==> src/rtl/bridge_pkg.sv <==
// Shared FSM state type and default address-window map for the system bridge.
package bridge_pkg;

   typedef enum logic [1:0] {
      IDLE   = 2'd0,
      ACCESS = 2'd1,
      RESP   = 2'd2
   } state_t;

   localparam logic [31:0] DEF_BASE_ADDR = 32'h0000_7F00;
   localparam int          DEF_WIN_BITS  = 4;

endpackage

==> src/rtl/bridge_decode.sv <==
// Address decoder: maps a CPU address onto one of NUM_DEV consecutive windows.
module bridge_decode
   import bridge_pkg::*;
#(
   parameter int          NUM_DEV   = 2,
   parameter logic [31:0] BASE_ADDR = DEF_BASE_ADDR,
   parameter int          WIN_BITS  = DEF_WIN_BITS
) (
   input  logic [31:0]        addr,
   output logic [NUM_DEV-1:0] sel,
   output logic               hit
);

   localparam logic [31:0] BASE_IDX = BASE_ADDR >> WIN_BITS;

   logic [31:0] win_idx_s;

   assign win_idx_s = addr >> WIN_BITS;

   // one-hot window match, at most one bit set because windows are disjoint
   always_comb begin
      sel = {NUM_DEV{1'b0}};
      for (int k = 0; k < NUM_DEV; k++) begin
         if (win_idx_s == BASE_IDX + 32'(k)) begin
            sel[k] = 1'b1;
         end else begin
            sel[k] = 1'b0;
         end
      end
   end

   assign hit = |sel;

endmodule

==> src/rtl/sys_bridge.sv <==
// CPU-to-device bridge with windowed address decode and registered interrupt pass-through.
// Optional ACCESS timeout is built when BRIDGE_TIMEOUT_EN is defined.
module sys_bridge
   import bridge_pkg::*;
#(
   parameter int          NUM_DEV   = 2,
   parameter logic [31:0] BASE_ADDR = DEF_BASE_ADDR,
   parameter int          WIN_BITS  = DEF_WIN_BITS,
   parameter int          NUM_IRQ   = 6,
   parameter int          TIMEOUT   = 15
) (
   input  logic                    clk,
   input  logic                    reset,
   input  logic                    cpu_req,
   input  logic                    cpu_we,
   input  logic [31:0]             cpu_addr,
   input  logic [31:0]             cpu_wdata,
   output logic [31:0]             cpu_rdata,
   output logic                    cpu_ready,
   output logic                    cpu_err,
   output logic [NUM_DEV-1:0]      dev_sel,
   output logic [NUM_DEV-1:0]      dev_we,
   output logic [31:0]             dev_addr,
   output logic [31:0]             dev_wdata,
   input  logic [NUM_DEV*32-1:0]   dev_rdata,
   input  logic [NUM_DEV-1:0]      dev_ready,
   input  logic [NUM_IRQ-1:0]      irq_in,
   output logic [NUM_IRQ-1:0]      hwint_out
);

   state_t             state_r;
   logic               we_r;
   logic [NUM_DEV-1:0] dec_sel_s;
   logic               dec_hit_s;
   logic               sel_ready_s;
   logic [31:0]        sel_rdata_s;
   logic               tmo_s;

   bridge_decode #(
      .NUM_DEV   (NUM_DEV),
      .BASE_ADDR (BASE_ADDR),
      .WIN_BITS  (WIN_BITS)
   ) u_decode (
      .addr (cpu_addr),
      .sel  (dec_sel_s),
      .hit  (dec_hit_s)
   );

   // read data of the granted device; dev_sel is one-hot or zero
   always_comb begin
      sel_rdata_s = 32'h0000_0000;
      for (int k = 0; k < NUM_DEV; k++) begin
         if (dev_sel[k]) begin
            sel_rdata_s = sel_rdata_s | dev_rdata[32*k +: 32];
         end else begin
            sel_rdata_s = sel_rdata_s;
         end
      end
   end

   assign sel_ready_s = |(dev_ready & dev_sel);

`ifdef BRIDGE_TIMEOUT_EN
   localparam int CNT_W = $clog2(TIMEOUT + 1);

   logic [CNT_W-1:0] tmo_cnt_r;

   assign tmo_s = (tmo_cnt_r == CNT_W'(TIMEOUT - 1));

   // counts ACCESS cycles, restarted on every entry into ACCESS
   always_ff @(posedge clk) begin
      if (reset) begin
         tmo_cnt_r <= {CNT_W{1'b0}};
      end else if (state_r == IDLE && cpu_req && dec_hit_s) begin
         tmo_cnt_r <= {CNT_W{1'b0}};
      end else if (state_r == ACCESS && !tmo_s) begin
         tmo_cnt_r <= tmo_cnt_r + CNT_W'(1);
      end else begin
         tmo_cnt_r <= tmo_cnt_r;
      end
   end
`else
   assign tmo_s = 1'b0;
`endif

   // bridge FSM; every CPU/device output is a register written only here
   always_ff @(posedge clk) begin
      if (reset) begin
         state_r   <= IDLE;
         we_r      <= 1'b0;
         cpu_ready <= 1'b0;
         cpu_err   <= 1'b0;
         cpu_rdata <= 32'h0000_0000;
         dev_sel   <= {NUM_DEV{1'b0}};
         dev_we    <= {NUM_DEV{1'b0}};
         dev_addr  <= 32'h0000_0000;
         dev_wdata <= 32'h0000_0000;
      end else begin
         case (state_r)
            IDLE: begin
               cpu_ready <= 1'b0;
               if (cpu_req) begin
                  we_r      <= cpu_we;
                  dev_addr  <= cpu_addr;
                  dev_wdata <= cpu_wdata;
                  if (dec_hit_s) begin
                     state_r <= ACCESS;
                     dev_sel <= dec_sel_s;
                     dev_we  <= dec_sel_s & {NUM_DEV{cpu_we}};
                  end else begin
                     state_r   <= RESP;
                     cpu_ready <= 1'b1;
                     cpu_err   <= 1'b1;
                     cpu_rdata <= 32'h0000_0000;
                  end
               end
            end
            ACCESS: begin
               if (sel_ready_s) begin
                  state_r   <= RESP;
                  cpu_ready <= 1'b1;
                  cpu_err   <= 1'b0;
                  cpu_rdata <= we_r ? 32'h0000_0000 : sel_rdata_s;
                  dev_sel   <= {NUM_DEV{1'b0}};
                  dev_we    <= {NUM_DEV{1'b0}};
               end else if (tmo_s) begin
                  state_r   <= RESP;
                  cpu_ready <= 1'b1;
                  cpu_err   <= 1'b1;
                  cpu_rdata <= 32'h0000_0000;
                  dev_sel   <= {NUM_DEV{1'b0}};
                  dev_we    <= {NUM_DEV{1'b0}};
               end else begin
                  state_r <= ACCESS;
               end
            end
            RESP: begin
               cpu_ready <= 1'b0;
               state_r   <= IDLE;
            end
            default: begin
               state_r   <= IDLE;
               cpu_ready <= 1'b0;
               dev_sel   <= {NUM_DEV{1'b0}};
               dev_we    <= {NUM_DEV{1'b0}};
            end
         endcase
      end
   end

   // interrupt lines are re-timed by a single register stage
   always_ff @(posedge clk) begin
      if (reset) begin
         hwint_out <= {NUM_IRQ{1'b0}};
      end else begin
         hwint_out <= irq_in;
      end
   end

endmodule

==> config.mk <==
export PLATFORM = sky130hd
export DESIGN_NAME = sys_bridge
export DESIGN_NICKNAME = d
export VERILOG_FILES = /design/src/rtl/bridge_pkg.sv /design/src/rtl/bridge_decode.sv /design/src/rtl/sys_bridge.sv
export SDC_FILE = /design/constraint.sdc
export NUM_CORES = 1
export LEC_CHECK = 0
export CAP_MARGIN = 20
export CORE_UTILIZATION = 35
export CTS_CLUSTER_SIZE = 20
export DETAILED_ROUTE_END_ITERATION = 8
export MAX_ROUTING_LAYER = met4
export PLACE_DENSITY = 0.77
export SYNTH_ARGS = -nofsm -noshare
export SYNTH_HDL_FRONTEND = slang
export SYNTH_SLANG_ARGS = --single-unit
==> constraint.sdc <==
create_clock -name clk -period 1.8 [get_ports clk]
set_input_delay 0.36 -clock clk [delete_from_list [all_inputs] [get_ports clk]]
set_output_delay 0.36 -clock clk [all_outputs]
set_load 0.05 [all_outputs]
==> results of run 1 <==
## sequential cells by signal (all words and copies together), names as in the netlist
register   flops
cpu_rdata     32
dev_addr      32
dev_wdata     32
hwint_out      6
dev_sel        2
dev_we         2
state_r        2
cpu_err        1
cpu_ready      1
we_r           1
## cell families (layout without fill, tap and decap cells)
family | Yosys count | count (layout) | synth area share (%)
simple gates | 176 | 176 | 18.39
compound gates | 145 | 145 | 26.42
flops | 111 | 111 | 50.24
buf+inv | 42 | 314 | 4.950
## cell type report
type	instances	area, µm²	area share [%]
timing repair buffer	296	2609	35.10
sequential	111	2230	30.00
multi-input combinational	321	2027	27.27
clock buffer	11	264.0	3.552
tap	168	210.2	2.828
clock inverter	5	85.08	1.145
inverter	2	7.507	0.1010
## path summary, 6_finish.rpt
path | end | from | depth (start not counted) | slack [ns]
worst min register to register | dev_wdata[3]$_SDFFE_PP0P_ | dev_wdata[3]$_SDFFE_PP0P_ | 2 | 0.45
worst max register to register | cpu_rdata[15]$_SDFFE_PP0P_ | dev_sel[0]$_SDFFE_PP0P_ | 5 | 0.16
worst min-delay path | state_r[1]$_SDFFE_PP0N_ | reset | 2 | 0.28
worst max-delay path | cpu_err$_SDFFE_PP0P_ | cpu_addr[22] | 8 | 0.009
## power by group through the flow
stage | sequential [W] | combinational, W | clock, W
after floorplan | 0.00297 | 0.000248 | 0
after global placement | 0.00265 | 0.00114 | 0
after detailed placement | 0.00265 | 0.00115 | 0
after CTS | 0.00260 | 0.00117 | 0.00234
after global routing | 0.00261 | 0.00121 | 0.00245
final | 0.00260 | 0.00114 | 0.00227
## per-stage QoR
| step | utilization [%] | cell area (µm²) |
|---|---|---|
| 6_report | 61.11 | 7432 |
| 3_5_place_dp | 58.05 | 7059 |
| 5_1_grt | 61.11 | 7432 |
| 2_1_floorplan | - | 4434 |
| 4_1_cts | 61.58 | 7490 |
| 3_3_place_gp | 58.05 | 7059 |
## worst register-to-register path, stage by stage, from the launching register on
cell	delay [ns]
dfxtp_4	0.38
a22o_1	0.15
nand2_1	0.07
or4_2	0.58
buf_12	0.21
o2bb2ai_2	0.17
## metal layers
layer  vias up  GRT usage [%]  wire length [µm]
met5         -              -                 0
met4         0          8.052               256
met3        14          6.300              1013
met2       185          36.81              6871
met1      2055          22.95              5472
li1       2204              -                 -
## Yosys cell counts, types with 3 or more instances
cell | number | share of area [%]
o21ai_0 | 3 | 0.34
nand4b_1 | 4 | 0.79
dfxtp_1 | 111 | 50
nand2_1 | 133 | 11
clkbuf_1 | 29 | 2.5
nand3_1 | 3 | 0.34
a211oi_1 | 3 | 0.51
or4b_2 | 3 | 0.68
nor2_1 | 5 | 0.42
a22oi_1 | 33 | 5.6
nor2b_1 | 8 | 1.1
buf_12 | 3 | 1.4
buf_2 | 7 | 0.79
o2bb2ai_2 | 30 | 10
or4_1 | 3 | 0.51
a21oi_1 | 66 | 7.5
## what timing repair did
item                       4_1_cts  5_1_grt
resized for setup               40        3
buffers inserted                 4        0
pin swaps                       12        0
setup endpoints to repair       38       17
gates cloned                     1        0
==> results.toml, run 1 <==
[run_status]
status = "finished, final reports clean"

[logic_synthesis]
synth_cells = 474
synth_flop_cell = "dfxtp_1"
synth_edf_count = 0
synth_seq_area_share_pct = 50.24
synth.avg_cell_area_um2 = 9.331
ys_warn_count = 0
synth-async-reset-ratio_pct = 0
ys_types = 40
syn-num-nets = 614
synth_area_mm2 = 0.004423
ys_ff_latch = 111

[clock_network]
cts_buffers = 9
clk_pin_slew_ns = 0.07
cts.sinks = 111
ctsHoldBuffers = 0
clockRootBuffer = "clkbuf_16"
cts_htree_levels = 3
clk_path_buf_depth = 2
cts_tree = "yes"
insertion_delay_ns = 0.35

[route]
wl_per_cell_um = 14.89
vias = 4458
dr.pass1.iters = 4
vias_per_cell = 4.877
routed_wl_um = 13610
ant_nets = 0
first_iter_violations = 254
drc = 0

[power_and_ir_drop]
p_comb_share_pct = 19.0
p_leak_nw = 3.013
p_seq_share_pct = 43.2
power.internal_w = 0.004410
p_switching_w = 0.001595
peakVddDrop_v = 0.0006877
switching_share_pct = 26.56
p_clk_share_pct = 37.8
powerDensity_mw_per_mm2 = 808.0
power_w = 0.006005

[critical_path]
cp-start-kind = "primary input"
cp.arrival_ns = 2.03
critical_path.top_delay_family = "simple AND/OR/NAND/NOR gates"
crit_path_top_delay_cell = "or4_4"
cp-end-kind = "register"
crit_fanout = 3
cp_slowest_stage_delay_ns = 0.54
critPathBufInv = 3
cp_cell_sequence = "dlygate4sd2_1, or4_4, nor3_4, a21bo_4, buf_4, buf_4, nor2_1, o221a_2"
crit_type = "in -> reg"
crit_top_cell = "buf_4"
cp_data_required_time_ns = 2.04

[timing]
rsz0062_at_grt = "yes"
clock.fmax_mhz = 558.3
final-setup-viol-count = 0
timing.final.crit_period_ns = 1.791
finalHoldViolCount = 0
tns_ns = 0
setup_slack_ns = 0.008987
clock_skew_ns = 0.005994
worst_pin_slew_ns = 0.3824
relSlewSlack_pct = 74.51
final.period_utilization_pct = 99.50
drv_slew = 0
hold_slack_ns = 0.2810

[layout]
layout_common_cells = "buf_4 (149), nand2_1 (133), clkdlybuf4s50_1 (111)"
final_common_cell = "buf_4"
syn_to_final_growth_pct = 68.03
drive_gt1_share_pct = 30.29
final_nets = 881
n_antenna_cell = 0
final_cells = 914
fill_cells = 1024

[global_route]
antenna_found_initial = 0
grt.overflow.total = 0
grt_pass1_vias = 4325
grt_max_degree = 49
grt_pass1_wl_um = 21050
grt_usage_pct = 21.27

[floorplanning]
rows = 40
die_w_um = 114.4
die_area_mm2 = 0.01309
start_util_pct = 36.37
die_h_um = 114.4
ios = 248
core_area_mm2 = 0.01216

[placement]
io_buffers = 247
place.gp.congestion = 0.8080
pre_cts_ws_ns = -0.6259
dp.final_hpwl_um = 10330
dp.cells = 895

[flow_run]
cap_violations = 0

[worst_hold_path]
hp-class = "in -> reg"
Power figures use the tool's default switching activity.
==> inputs of run 2 (changes only) <==
--- a/config.mk
+++ b/config.mk
@@ -5,7 +5,6 @@
 export SDC_FILE = /design/constraint.sdc
 export NUM_CORES = 1
 export LEC_CHECK = 0
-export CAP_MARGIN = 20
 export CORE_UTILIZATION = 35
 export CTS_CLUSTER_SIZE = 20
 export DETAILED_ROUTE_END_ITERATION = 8
==> results of run 2 <==
Same layout as run 1: the final DEF is identical, and so are final timing and power.
